[config.mk]
export PLATFORM = sky130hd
export DESIGN_NAME = serial_addsub
export DESIGN_NICKNAME = d
export VERILOG_FILES = /design/src/rtl/serial_addsub.sv
export SDC_FILE = /design/constraint.sdc
export NUM_CORES = 1
export LEC_CHECK = 0
export ABC_AREA = 1
export CAP_MARGIN = 20
export CORE_MARGIN = 4
export CORE_UTILIZATION = 45
export CTS_CLUSTER_SIZE = 10
export DETAILED_ROUTE_END_ITERATION = 12
export PLACE_DENSITY_LB_ADDON = 0.05
export SETUP_SLACK_MARGIN = 0.4
export SYNTH_ARGS = -nofsm -noshare
export SYNTH_HDL_FRONTEND = slang
export SYNTH_SLANG_ARGS = --single-unit
[constraint.sdc]
create_clock -name clock -period 6.2 [get_ports clock]
set_input_delay 1.24 -clock clock [delete_from_list [all_inputs] [get_ports clock]]
set_output_delay 1.24 -clock clock [all_outputs]
set_load 0.03 [all_outputs]
[src/rtl/serial_addsub.sv]
// Bit-serial adder/subtractor: one result bit per clock, LSB first, through a
// single full-adder cell. Result, cout and overflow update only on completion.

module full_adder (
  input  logic A,
  input  logic B,
  input  logic Cin,
  output logic S,
  output logic Cout
);
  assign S    = A ^ B ^ Cin;
  assign Cout = (A & B) | (A & Cin) | (B & Cin);
endmodule

module serial_addsub #(
  parameter int WIDTH = 32
) (
  input  logic             clock,
  input  logic             reset_n,
  input  logic             start,
  input  logic             sub,
  input  logic [WIDTH-1:0] a,
  input  logic [WIDTH-1:0] b,
  output logic             busy,
  output logic             done,
  output logic [WIDTH-1:0] result,
  output logic             cout,
  output logic             overflow
);

  localparam int CNT_W = $clog2(WIDTH) + 1;

  typedef enum logic [1:0] {IDLE, RUN, DONE} state_t;

  state_t             state, state_nxt;
  logic [WIDTH-1:0]   a_sr, b_sr;
  logic [WIDTH-1:1]   res_sr;
  logic [WIDTH-1:0]   res_nxt;
  logic [CNT_W-1:0]   cnt;
  logic               carry_q;
  logic               fa_s, fa_cout;
  logic               load, running, last_bit;
  logic [WIDTH-1:0]   result_q;
  logic               cout_q, ovf_q;

  full_adder u_fa (
    .A    (a_sr[0]),
    .B    (b_sr[0]),
    .Cin  (carry_q),
    .S    (fa_s),
    .Cout (fa_cout)
  );

  // Start is honoured only outside RUN, so an operation in flight is never disturbed
  assign running  = (state == RUN);
  assign load     = (state != RUN) && start;
  assign last_bit = running && (cnt == CNT_W'(WIDTH - 1));
  assign res_nxt  = {fa_s, res_sr};

  always_comb begin
    state_nxt = state;
    case (state)
      IDLE:    if (start) state_nxt = RUN;
      RUN:     if (last_bit) state_nxt = DONE;
      DONE:    state_nxt = start ? RUN : IDLE;
      default: state_nxt = IDLE;
    endcase
  end

  always_ff @(posedge clock or negedge reset_n) begin
    if (!reset_n) begin
      state    <= IDLE;
      carry_q  <= 1'b0;
      cnt      <= '0;
      result_q <= '0;
      cout_q   <= 1'b0;
      ovf_q    <= 1'b0;
    end else begin
      state <= state_nxt;
      if (load) begin
        carry_q <= sub;
        cnt     <= '0;
      end else if (running) begin
        carry_q <= fa_cout;
        cnt     <= cnt + CNT_W'(1);
        if (last_bit) begin
          result_q <= res_nxt;
          cout_q   <= fa_cout;
          ovf_q    <= carry_q ^ fa_cout;
        end
      end
    end
  end

  // Operand/partial-result shifters carry no reset; they are reloaded on every start
  always_ff @(posedge clock) begin
    if (load) begin
      a_sr <= a;
      b_sr <= sub ? ~b : b;
    end else if (running) begin
      a_sr   <= {1'b0, a_sr[WIDTH-1:1]};
      b_sr   <= {1'b0, b_sr[WIDTH-1:1]};
      res_sr <= res_nxt[WIDTH-1:1];
    end
  end

  assign busy     = running;
  assign done     = (state == DONE);
  assign result   = result_q;
  assign cout     = cout_q;
  assign overflow = ovf_q;

endmodule

==> key figures <==
Clocking
  – Clk slew on worst S/H paths: 50 ps
  – Post-CTS sizing: 0
  – CTS tree: built
  – H-tree level count: 4
  – Clock Latency Late Sink: 410 ps
  – Clk sinks: 138
  – CTS Hold Buffers Added: 0
  – Postcts setup bufs: 0
  – Root Buffer: clkbuf_16
  – Num CTS Buffers: 17
  – Max clock buf depth: 2

STA
  – Final period demand of the worst path: 2940 ps
  – RSZ-0062 raised after global routing: no
  – Hold Violations, Final: 0
  – Fin crit share: 0.474
  – Relative slew slack: 0.358
  – Final Setup Violations: 0
  – Fmax achieved: 0.340 GHz
  – Slew Limit Fails: 0
  – Total negative slack: 0 ps
  – Tightest Pin Transition: 963 ps
  – Skew final: 5.23 ps

Logic synthesis
  – Synthesized instance count: 508
  – Post-synth EDFFs: 95
  – Flops & latches, synth: 138
  – Area leader, netlist: edfxtp_1
  – Ranking of synthesized cells by area: edfxtp_1 50%, dfrtp_1 19%, nand2_1 16%
  – Async SR Flop Fraction: 0.312
  – Seq/Total Area, Yosys: 0.695
  – YS warnings: 0
  – Ys flop type: edfxtp_1
  – Yosys cell types: 21
  – Synth top area share: 0.505
  – Commonest cells post-synth: 244 x nand2_1, 95 x edfxtp_1, 43 x dfrtp_1
  – Most common cell in the netlist: nand2_1
  – Area of the mapped netlist: 5650 um2
  – Post-Syn Area per Cell: 11.1 um2
  – Syn_nets: 578

Setup path
  – Start point of the critical path: state[1]
  – Crit path buffers/inverters: 2
  – Critical Path, Cell by Cell: inv_2, nor2_1, clkdlybuf4s50_1
  – Slowest stage delay, CP: 700 ps
  – CP max-delay cell: clkdlybuf4s50_1
  – WP depth: 3
  – Largest delay share family, worst path: buffers and inverters
  – Worst R2R Start: state[0]
  – Crit end category: output pin
  – Setup CP Type: reg -> out
  – Required @ worst endpoint: 4960 ps
  – Crit-path max FO: 2
  – CP arrival: 1700 ps
  – Worst r2r path cells: 6
  – Startpoint types: register

Floorplanning
  – Die boundary height: 120 um
  – Site Rows: 40
  – Core area: 12200 um2
  – Die width: 120 um
  – I/O pin count: 104
  – Die ar.: 14400 um2
  – Initial core utilization: 0.465

GRT
  – Pin count of the biggest net entering global routing: 79
  – First-pass GRT wire length: 17000 um
  – Grt ovf: 0
  – M1 GR Usage: 0.197
  – Met2 usage: 0.229
  – GR Layer Usage met3: 0.0452
  – GRT Util Overall: 0.149
  – Initial antenna violation count: 0
  – Global routing's busiest layer: met2
  – Number of global-route vias before repair: 3527

Drt
  – Remaining DRCs: 0
  – Drt wl/cell: 12.8 um
  – Detailed Route WL: 10200 um
  – DRT Pass-1 Iters: 6
  – Vias: 3666
  – Via density: 4.63
  – Iter 0 DRT Violations: 288
  – Final ANT Viol Nets: 0

Cells and area
  – Layout cell share with drive strength beyond 1: 0.0706
  – Nets: 680
  – Number of diodes: 0
  – Synth-to-Final Area Change: 29.5%
  – Fin area: 7320 um2

Run status
  – Status: finished clean

Placed design
  – Port Buffers: 103
  – Placed inst area: 6770 um2
  – Hpwl dp: 6360 um
  – GPL Wtd Cong: 0.749

Power
  – Pwr Density: 301 nW/um2
  – Static leakage: 3.17 nW
  – Maximum vdd ir drop: 0.000154 V

Run
  – Number of max-cap violations: 0

Min path
  – Hold Path Class: reg -> reg
  – Hold path startpoint: res_sr[1]
  – WHS Path Cells: 2
flip-flops by register name, indices dropped and copies added, names as in the netlist:
register,flops
res_sr,31
a_sr,32
carry_q,1
overflow,1
result,32
cnt,6
b_sr,32
cout,1
state,2
cell families after synthesis:
kind of cell | share of synthesized area
adder cells (fa/ha/maj) | 0.00575
XOR/XNOR | 0.0511
flip-flops | 0.695
AO/OA/AOI/OAI | 0.0310
buffers and inverters | 0.0336
AND/OR/NAND/NOR | 0.183
metrics by stage:
stage | worst slack (ps) | hold slack, ps | total power [mW] | util | std cells
3_3_place_gp | 3030 | 431 | 1.29 | 0.556 | 759
5_1_grt | 3200 | 460 | 2.29 | 0.602 | 791
6_report | 3260 | 445 | 2.20 | 0.602 | 791
2_1_floorplan | 2630 | 418 | 1.18 | - | 508
3_5_place_dp | 2940 | 434 | 1.29 | 0.556 | 759
4_1_cts | 3240 | 447 | 2.23 | 0.602 | 791
cell type report:
class / count / area [um2]
Clock inverter: 7 / 36.3
Tap cell: 168 / 210
Clock buffer: 25 / 518
Fill cell: 1069 / 4840
Inverter: 11 / 43.8
Timing Repair Buffer: 106 / 1040
Multi-Input combinational cell: 336 / 1540
Sequential cell: 138 / 3930
path summary, 6_finish.rpt:
| path | slack [ps] | to |
|---|---|---|
| worst max register to register | 3870 | b_sr[1] |
| worst min-delay path | 450 | result[0] |
| worst min register to register | 450 | result[0] |
| min in group asynchronous | 980 | result[9] |
| max in group asynchronous | 4620 | result[25] |
| worst max-delay path | 3260 | done |
where the power goes:
group          internal, mW  leakage, nW  switching (mW)
clock network         0.576        0.281           0.354
registers              1.04         1.67          0.0204
logic                 0.100         1.22           0.110
layer usage:
metal	wire length (um)	vias up
li1	-	1860
met1	4700	1688
met2	4740	106
met3	567	12
met4	152	0
met5	0	-
cell usage in the layout (no fill, tap or decap), drive strengths merged:
cell type        n
buf              5
clkbuf          25
clkdlybuf4s50  101
clkinv           6
dfrtp           43
edfxtp          95
fa               1
ha               1
inv             12
nand2          248
nand3            5
nand4            2
nor2            11
o21ai           35
xnor2           33
worst register-to-register path, delay by kind of cell, from the launching register on:
family / cells / cell delay (ps)
buffers and inverters: 4 / 1240
flip-flops: 1 / 380
AND/OR/NAND/NOR: 2 / 310
No activity file was read; power rests on OpenSTA's default activity.
